**src/rtl/hb_int_sched.sv**
```systemverilog
// hb_int_sched -- rate scheduler and strobe sequencer for the TX interpolation
// chain (input FIFO -> halfband A -> halfband B -> CIC).
//
// At a run rising edge the total interpolation N is latched and split into a
// halfband stage count k and a CIC rate N>>k. While running, a phase counter
// cnt walks 0..N-1 and every stage strobe is decoded from it. Stopping always
// completes the current N-cycle period.
//
// Ports:
//   clk_i, rst_i              clock, async active-high reset
//   run_i                     level; rise starts, fall requests stop
//   interp_rate_i[7:0]        total interpolation N, sampled in IDLE
//   src_valid_i               upstream FIFO has a sample
//   src_ready_o               pop request (same as stb_a_in_o)
//   stb_*_o                   per-stage input/output strobes
//   bypass_a_o, bypass_b_o    halfband bypass controls
//   output_rate_a_o/_b_o      clocks between output strobes of each halfband
//   cic_rate_o                CIC interpolation
//   stages_o                  halfband stages in use
//   active_o                  high in RUN and DRAIN
//   zero_fill_o               current period carries zeros (underrun)
//   underrun_o                sticky underrun flag
//   done_o                    one-cycle pulse on return to IDLE after a stop
//   cfg_err_o                 sticky; N=0 presented at start
module hb_int_sched (
    input  logic       clk_i,
    input  logic       rst_i,
    input  logic       run_i,
    input  logic [7:0] interp_rate_i,
    input  logic       src_valid_i,
    output logic       src_ready_o,
    output logic       stb_a_in_o,
    output logic       stb_a_out_o,
    output logic       stb_b_in_o,
    output logic       stb_b_out_o,
    output logic       stb_cic_o,
    output logic       bypass_a_o,
    output logic       bypass_b_o,
    output logic [7:0] output_rate_a_o,
    output logic [7:0] output_rate_b_o,
    output logic [7:0] cic_rate_o,
    output logic [1:0] stages_o,
    output logic       active_o,
    output logic       zero_fill_o,
    output logic       underrun_o,
    output logic       done_o,
    output logic       cfg_err_o
);

    typedef enum logic [1:0] {IDLE, PRIME, RUN, DRAIN} state_t;

    state_t     state_q;
    logic [7:0] n_q, cnt_q, sub_q;
    logic       run_q;
    logic       stb_a_in_q, stb_a_out_q, stb_cic_q;
    logic       bypass_a_q, bypass_b_q;
    logic [7:0] rate_a_q, rate_b_q, cic_rate_q;
    logic [1:0] stages_q;
    logic       active_q, zero_fill_q, underrun_q, done_q, cfg_err_q;

    logic [1:0] k_d;
    logic [7:0] cnt_d, sub_d;
    logic       stb_a_in_d, stb_a_out_d, stb_cic_d;
    logic       last_q;

    // Stage split for a candidate N. Each enabled halfband needs its input
    // spacing to be at least 8 clocks, hence the N>=8 / N>=16 floors.
    always_comb begin
        k_d = 2'd0;
        if (interp_rate_i[1:0] == 2'b00 && interp_rate_i >= 8'd16)
            k_d = 2'd2;
        else if (!interp_rate_i[0] && interp_rate_i >= 8'd8)
            k_d = 2'd1;
    end

    // Next phase. sub_q is a secondary counter wrapping at cic_rate so the
    // CIC / stage-B-output strobe needs no divider. Entry from PRIME is phase 0.
    assign last_q = (cnt_q == n_q - 8'd1);

    always_comb begin
        if (state_q == PRIME) begin
            cnt_d = 8'd0;
            sub_d = 8'd0;
        end else begin
            cnt_d = last_q ? 8'd0 : cnt_q + 8'd1;
            sub_d = (cnt_d == 8'd0 || sub_q == cic_rate_q - 8'd1) ? 8'd0 : sub_q + 8'd1;
        end
        stb_a_in_d  = (cnt_d == 8'd0);
        stb_a_out_d = (cnt_d == 8'd0) || (stages_q != 2'd0 && cnt_d == {1'b0, n_q[7:1]});
        stb_cic_d   = (sub_d == 8'd0);
    end

    always_ff @(posedge clk_i or posedge rst_i) begin
        if (rst_i) begin
            state_q     <= IDLE;
            n_q         <= 8'd0;
            cnt_q       <= 8'd0;
            sub_q       <= 8'd0;
            run_q       <= 1'b0;
            stb_a_in_q  <= 1'b0;
            stb_a_out_q <= 1'b0;
            stb_cic_q   <= 1'b0;
            bypass_a_q  <= 1'b1;
            bypass_b_q  <= 1'b1;
            rate_a_q    <= 8'd0;
            rate_b_q    <= 8'd0;
            cic_rate_q  <= 8'd1;
            stages_q    <= 2'd0;
            active_q    <= 1'b0;
            zero_fill_q <= 1'b0;
            underrun_q  <= 1'b0;
            done_q      <= 1'b0;
            cfg_err_q   <= 1'b0;
        end else begin
            run_q       <= run_i;
            done_q      <= 1'b0;
            stb_a_in_q  <= 1'b0;
            stb_a_out_q <= 1'b0;
            stb_cic_q   <= 1'b0;
            active_q    <= 1'b0;
            case (state_q)
                IDLE: begin
                    if (run_i && !run_q) begin
                        if (interp_rate_i == 8'd0) begin
                            cfg_err_q <= 1'b1;
                        end else begin
                            n_q        <= interp_rate_i;
                            stages_q   <= k_d;
                            bypass_a_q <= (k_d == 2'd0);
                            bypass_b_q <= (k_d != 2'd2);
                            cic_rate_q <= interp_rate_i >> k_d;
                            rate_a_q   <= (k_d != 2'd0) ? interp_rate_i >> 1 : 8'd0;
                            rate_b_q   <= (k_d == 2'd2) ? interp_rate_i >> 2 : 8'd0;
                            cfg_err_q  <= 1'b0;
                            underrun_q <= 1'b0;
                            state_q    <= PRIME;
                        end
                    end
                end
                PRIME: begin
                    if (!run_i) begin
                        state_q <= IDLE;
                        done_q  <= 1'b1;
                    end else if (src_valid_i) begin
                        state_q     <= RUN;
                        cnt_q       <= cnt_d;
                        sub_q       <= sub_d;
                        stb_a_in_q  <= stb_a_in_d;
                        stb_a_out_q <= stb_a_out_d;
                        stb_cic_q   <= stb_cic_d;
                        active_q    <= 1'b1;
                        zero_fill_q <= 1'b0;
                    end
                end
                default: begin // RUN, DRAIN
                    // A stop only takes effect at a period boundary.
                    if (last_q && (state_q == DRAIN || !run_i)) begin
                        state_q     <= IDLE;
                        done_q      <= 1'b1;
                        cnt_q       <= 8'd0;
                        sub_q       <= 8'd0;
                        zero_fill_q <= 1'b0;
                    end else begin
                        if (state_q == RUN && !run_i)
                            state_q <= DRAIN;
                        cnt_q       <= cnt_d;
                        sub_q       <= sub_d;
                        stb_a_in_q  <= stb_a_in_d;
                        stb_a_out_q <= stb_a_out_d;
                        stb_cic_q   <= stb_cic_d;
                        active_q    <= 1'b1;
                        // The pop decision at a period start fixes the whole period.
                        if (cnt_d == 8'd0) begin
                            zero_fill_q <= !src_valid_i;
                            if (!src_valid_i)
                                underrun_q <= 1'b1;
                        end
                    end
                end
            endcase
        end
    end

    assign src_ready_o     = stb_a_in_q;
    assign stb_a_in_o      = stb_a_in_q;
    assign stb_a_out_o     = stb_a_out_q;
    assign stb_b_in_o      = stb_a_out_q;
    assign stb_b_out_o     = stb_cic_q;
    assign stb_cic_o       = stb_cic_q;
    assign bypass_a_o      = bypass_a_q;
    assign bypass_b_o      = bypass_b_q;
    assign output_rate_a_o = rate_a_q;
    assign output_rate_b_o = rate_b_q;
    assign cic_rate_o      = cic_rate_q;
    assign stages_o        = stages_q;
    assign active_o        = active_q;
    assign zero_fill_o     = zero_fill_q;
    assign underrun_o      = underrun_q;
    assign done_o          = done_q;
    assign cfg_err_o       = cfg_err_q;

endmodule

```
**config.mk**
```make
export PLATFORM = sky130hd
export DESIGN_NAME = hb_int_sched
export DESIGN_NICKNAME = d
export VERILOG_FILES = /design/src/rtl/hb_int_sched.sv
export SDC_FILE = /design/constraint.sdc
export NUM_CORES = 1
export LEC_CHECK = 0
export ABC_AREA = 1
export ABC_CLOCK_PERIOD_IN_PS = 3200
export CORE_UTILIZATION = 55
export DETAILED_ROUTE_END_ITERATION = 10
export GPL_TIMING_DRIVEN = 1
export MAX_ROUTING_LAYER = met4
export PLACE_DENSITY_LB_ADDON = 0.12
export SYNTH_ARGS = -nofsm -noshare
export SYNTH_HDL_FRONTEND = slang
export SYNTH_SLANG_ARGS = --single-unit
```
**constraint.sdc**
```tcl
create_clock -name clk_i -period 3.2 [get_ports clk_i]
set_clock_uncertainty 0.1 [all_clocks]
set_input_delay 0.32 -clock clk_i [delete_from_list [all_inputs] [get_ports clk_i]]
set_output_delay 0.32 -clock clk_i [all_outputs]
set_load 0.01 [all_outputs]
```
# After elaboration in Yosys (flattened, before gate mapping)
# Cells that the tools add are included.
word_totals:
  reg_bits: 63
  inputBits: 12
  output_inout_bits: 39
  elab_cells: 129
classes:
  n_addsub: 4
  n_lt_le_gt_ge: 2
  eq_ne: 15
  shifts: 1
  muxes: 54
  bitwise_logic: 3
  reduce_logical: 31
ops:
  columns: ["cell", "count"]
  rows:
  - ["8-bit two-way mux", 10]
  - ["8-bit logical NOT", 4]
  - ["8-bit one-hot mux with 2 select lines", 2]
  - ["1-bit two-way mux", 25]
  - ["8-bit by 1-bit adder with 8-bit output (second input constant)", 2]
  - ["8-bit equality test", 2]
  - ["8-bit by 1-bit subtractor with 8-bit output (second input constant)", 2]
  - ["2-bit two-way mux", 7]
  - ["1-bit one-hot mux with 2 select lines", 7]
  - ["2-bit inequality test (second input constant)", 5]
  - ["8-bit by 7-bit equality test with 1-bit output", 1]
  - ["8-bit by 4-bit greater-or-equal comparator with 1-bit output (second input constant)", 1]
  - ["8-bit by 5-bit greater-or-equal comparator with 1-bit output (second input constant)", 1]
  - ["4-bit AND reduction", 2]
  - ["8-bit by 2-bit right shift with 8-bit output", 1]
  - ["7-bit two-way mux", 1]
  - ["2-bit equality test (second input constant)", 3]
  - ["1-bit logical AND", 6]
  - ["2-bit logical NOT", 3]
  - ["6-bit two-way mux", 1]
  - ["3-bit AND reduction", 2]
  - ["6-bit AND reduction", 1]
  - ["2-bit nonzero test", 3]
  - ["1-bit logical NOT", 4]
  - ["other kinds (9)", 14]

# Depth between registers and ports, before layout
depth:
  ltp_word: 11
  depth_mapped: 19
  ltp_nobuf: 18

# Worst setup path before layout
# OpenSTA, ideal clock, no wires.
synth_timing:
  path_type: "reg-to-reg"
  startpoint: "register cic_rate_q[0] (netlist: cic_rate_o[0])"
  endpoint: "register stb_cic_q (netlist: stb_b_out_o)"
  arrival_time_ns: 2.074
  required_time_ns: 3.031
  setup_slack_ns: 0.957
  stages_incl_launch_ff: 12
  n_path_buf: 0
  synth_period_minus_slack_ns: 2.243
  cell_sequence: "dfstp_2 inv_1 ha_1 or2_2 a22oi_1 nand3b_1 nand3b_1 nand3_1 nand2_1 nor2_1 nand2_1 nor2_2"
synth_between:
  elab_chain_cells: 9
  word_cells_on_any_way: 10
  cone_classes: "1 x add/sub; 1 x eq/ne; 6 x mux; 2 x reduce/logical"
synth_rtl:
  columns: ["item", "line", "rtl"]
  rows:
  - ["start: declaration", "57", "logic [7:0] rate_a_q, rate_b_q, cic_rate_q;"]
  - ["start signal: assignment", "131", "cic_rate_q <= interp_rate_i >> k_d;"]
  - ["8-bit by 1-bit subtractor with 8-bit output *", "86", "sub_d = (cnt_d == 8'd0 || sub_q == cic_rate_q - 8'd1) ? 8'd0 : sub_q + 8'd1;"]
  - ["8-bit equality test *", "86", null]
  - ["1-bit logical OR *", "86", null]
  - ["8-bit two-way mux *", "86", null]
  - ["8-bit two-way mux *", "81", "if (state_q == PRIME) begin"]
  - ["8-bit logical NOT *", "90", "stb_cic_d = (sub_d == 8'd0);"]
  - ["1-bit two-way mux", "144", "end else if (src_valid_i) begin"]
  - ["1-bit two-way mux", "141", "if (!run_i) begin"]
  - ["1-bit one-hot mux with 2 select lines *", "121", "case (state_q)"]
  - ["end signal: assignment", "150", "stb_cic_q <= stb_cic_d;"]
  - ["end signal: assignment", "170", "stb_cic_q <= stb_cic_d;"]
  - ["end: declaration", "55", "logic stb_a_in_q, stb_a_out_q, stb_cic_q;"]
# Every way passes the cells marked *; elsewhere a longest branch is shown, timed or not.
# A chain may end at the register's enable or synchronous reset.

# Worst setup path after layout
layout_timing:
  startpoint: "register n_q[0]"
  endpoint: "register stb_cic_q (netlist: stb_b_out_o)"
layout_between:
  elab_chain_cells: 11
  word_cells_on_any_way: 13
  cone_classes: "1 x add/sub; 1 x eq/ne; 7 x mux; 4 x reduce/logical"
layout_rtl:
  columns: ["item", "line", "rtl"]
  rows:
  - ["start: declaration", "53", "logic [7:0] n_q, cnt_q, sub_q;"]
  - ["start signal: assignment", "127", "n_q <= interp_rate_i;"]
  - ["8-bit by 1-bit subtractor with 8-bit output *", "78", "assign last_q = (cnt_q == n_q - 8'd1);"]
  - ["8-bit equality test *", "78", null]
  - ["8-bit two-way mux", "85", "cnt_d = last_q ? 8'd0 : cnt_q + 8'd1;"]
  - ["8-bit logical NOT", "86", null]
  - ["1-bit logical OR", "86", null]
  - ["8-bit two-way mux", "86", null]
  - ["8-bit two-way mux", "81", null]
  - ["8-bit logical NOT", "90", null]
  - ["1-bit two-way mux", "144", null]
  - ["1-bit two-way mux", "141", null]
  - ["1-bit one-hot mux with 2 select lines *", "121", null]
# Marks and branches as above.

==> flow_summary.toml <==
[layout]
nFillCells = 559
fin_util_pct = 67.9
area_growth_pct = 19.9
drive_above_1_share_pct = 8.94
final_nets = 548
fin_cells = 614
diodes = 0

[synth]
synth_cell_types = 40
synth_edf_count = 0
syn_inst = 484
synthTopCellsByArea = "dfrtp_1, nand2_1, inv_1"
yosys_warnings = 0
yosys.area.top_type_share_pct = 39.9
synthesis.area_sq_um = 3580
yosysSeqAreaShare_pct = 42.1
ys_async_sr_fraction_pct = 100
avgSynthCellArea_sq_um = 7.39
yosys.area.top_type = "dfrtp_1"
synth_ff_type = "dfrtp_1"
ys_seq_elements = 60

[sta]
timing.final.ws_setup_ps = 672
setup_viol = 0
fmax_mhz = 396
rsz0062_at_grt = "false"
timing_hold_violations_final = 0
relSlewSlack_pct = 31.7
tns_ps = 0
period_share_pct = 79.0
slew_viol_final = 0
worst_pin_slew_ps = 1020
min_period_ps = 2530

[detailed_routing]
drtIter0Drc = 220
drc = 0
wl_per_cell_um = 14.0
drtPass1Iterations = 5
wirelength_um = 8600
num_vias = 3272
antenna_left = 0
vias_per_cell = 5.33

[setup_path]
timing.rr.start = "n_q[0]"
crit_type = "reg2reg"
startpoint = "n_q[0]"
crit_path_end_kind = "flop"
crit_fanout = 12
cp.arrival_ps = 2660
startpoint_type = "flop"
cp.required_ps = 3330

[floorplan]
start_util_pct = 56.6
core_area_sq_um = 6310
die-area_sq_um = 6830
die_h_um = 82.6
rows = 29
ioPinCount = 51
die_w_um = 82.6

[placed_design]
dpl.hpwl_um = 6490
place_congestion = 0.945
numPortBuffers = 47
pre_cts_ws_ps = 637
dp_cells = 598

[power]
internal_power_mw = 2.43
p_switching_mw = 1.81
finalPower_mw = 4.24
pwr_density_cell_nw_per_um2 = 988
combPwrFrac_pct = 50.1
p_sw_share_pct = 42.7
ir_drop_uv = 499
seqPwrFrac_pct = 33.5
p_leak_nw = 2.11
pwr-share-clk_pct = 16.4

[hold_path]
min_from = "output_rate_a_o[4]"
hold_class = "reg2reg"

[global_routing]
antenna_found_initial = 0
grt_max_degree = 51
grt_pass1_wl_um = 13800
grt_usage_pct = 28.1
grt_pass1_vias = 2969
gr-total-overflow = 0

[clocking]
cts_buffers = 9
cts_setup_buffers = 0
cts_buffer_depth = 2
cts.reportedPaths.clkPinSlew_ps = 70
cts_tree = "built"
htree_levels = 3
ctsHoldBuffers = 0
root_buffer = "clkbuf_8"
clock_latency_ps = 340
cts_resized = 0
clock_sinks = 60

[status]
outcome = "complete, no violations"

[run]
cap_violations = 0
-- per-layer routing --
| metal | track usage [%] | up-vias | routed length [um] |
|---|---|---|---|
| met5 | - | - | 0 |
| met4 | 12.9 | 0 | 182 |
| met3 | 4.73 | 24 | 371 |
| met2 | 44.0 | 98 | 3960 |
| met1 | 35.7 | 1511 | 4080 |
| li1 | - | 1639 | - |
-- cells in the mapped netlist, types with 3 or more instances --
library cell  number
nand2_1          124
xor2_1            15
buf_2              6
inv_1             60
xnor2_1            7
o21ai_0           44
o211ai_1           4
dfrtp_1           57
nand2_2            4
buf_4              6
nor2_2             6
nor3_1             6
dfstp_2            3
a21oi_1            9
inv_2              4
nor2_1            52
nand3_1           33
ha_1               4
clkbuf_1           5
nand4_1           10
-- power by group through the flow --
stage,Sequential (mW),Combinational (mW),Clock [mW]
6_report,1.42,2.12,0.697
5_1_grt,1.46,2.40,0.731
4_1_cts,1.41,2.13,0.701
3_5_place_dp,1.42,2.12,0
3_3_place_gp,1.42,2.06,0
2_1_floorplan,1.39,1.45,0
-- logic make-up after synthesis --
kind of cell	synth area share, %
other cells	0.105
flops	42.1
compound gates	11.1
buf+inv	10.1
xor+xnor	5.39
fa+ha+maj	1.40
simple gates	29.8
-- final cells by class --
type	instances	area, sq um	share of cell area (%)
clock inverters	4	47.5	1.11
flip-flops and latches	60	1510	35.1
repair buffers	54	523	12.2
clock buffers	12	155	3.62
multi-input cells	342	1720	40.1
inverters	65	244	5.69
well taps	77	96.3	2.25
-- registers in the layout, summed over array words and instances, names as in the netlist, 2 cells and up --
signal and count:
cic_rate_o 8, cnt_q 8, n_q 8, sub_q 8
output_rate_a_o 7, output_rate_b_o 6, stages_o 2, state_q 2
-- critical path, cell delays in order (launching register included) --
cell,delay [ps]
dfrtp_1,390
inv_1,150
ha_1,210
nand3_1,150
o21ai_0,190
nand2_1,70
nand2_1,80
nor2_2,40
nand2_2,220
o21ai_0,210
nand3_4,170
nand2_1,60
nor2_1,170
o21ai_1,90
nand2_1,80
nor2_2,40
-- path summary, 6_finish.rpt --
check / slack (ps) / to / cells after the start
worst min-delay path: 370 / output_rate_a_o[4] / 2
worst max register to register: 670 / stb_b_out_o / 15
worst max-delay path: 670 / stb_b_out_o / 15
max in group asynchronous: 1850 / stb_b_out_o / 3
worst min register to register: 370 / output_rate_a_o[4] / 2
min in group asynchronous: 450 / output_rate_b_o[4] / 2
-- cell usage in the layout (no fill, tap or decap), types with 3 or more instances in the layout --
cell	count
inv_1	59
ha_1	4
nand2_2	4
nor2_1	52
nand2_1	124
xnor2_1	7
dfstp_2	3
nand3_1	33
inv_2	5
conb_1	3
clkdlybuf4s50_1	47
buf_4	7
dfrtp_1	57
nor3_1	6
a21oi_1	9
clkbuf_8	11
o211ai_1	4
nand4_1	10
xor2_1	15
o21ai_0	44
nor2_2	6
-- stage by stage --
| step | hold slack (ps) | area [sq um] |
|---|---|---|
| final | 371 | 4290 |
| after CTS | 377 | 4290 |
| after global placement | 364 | 4090 |
| after global routing | 407 | 4290 |
| after detailed placement | 363 | 4090 |
| after floorplan | 251 | 3580 |
No activity file was read; power rests on OpenSTA's default activity.
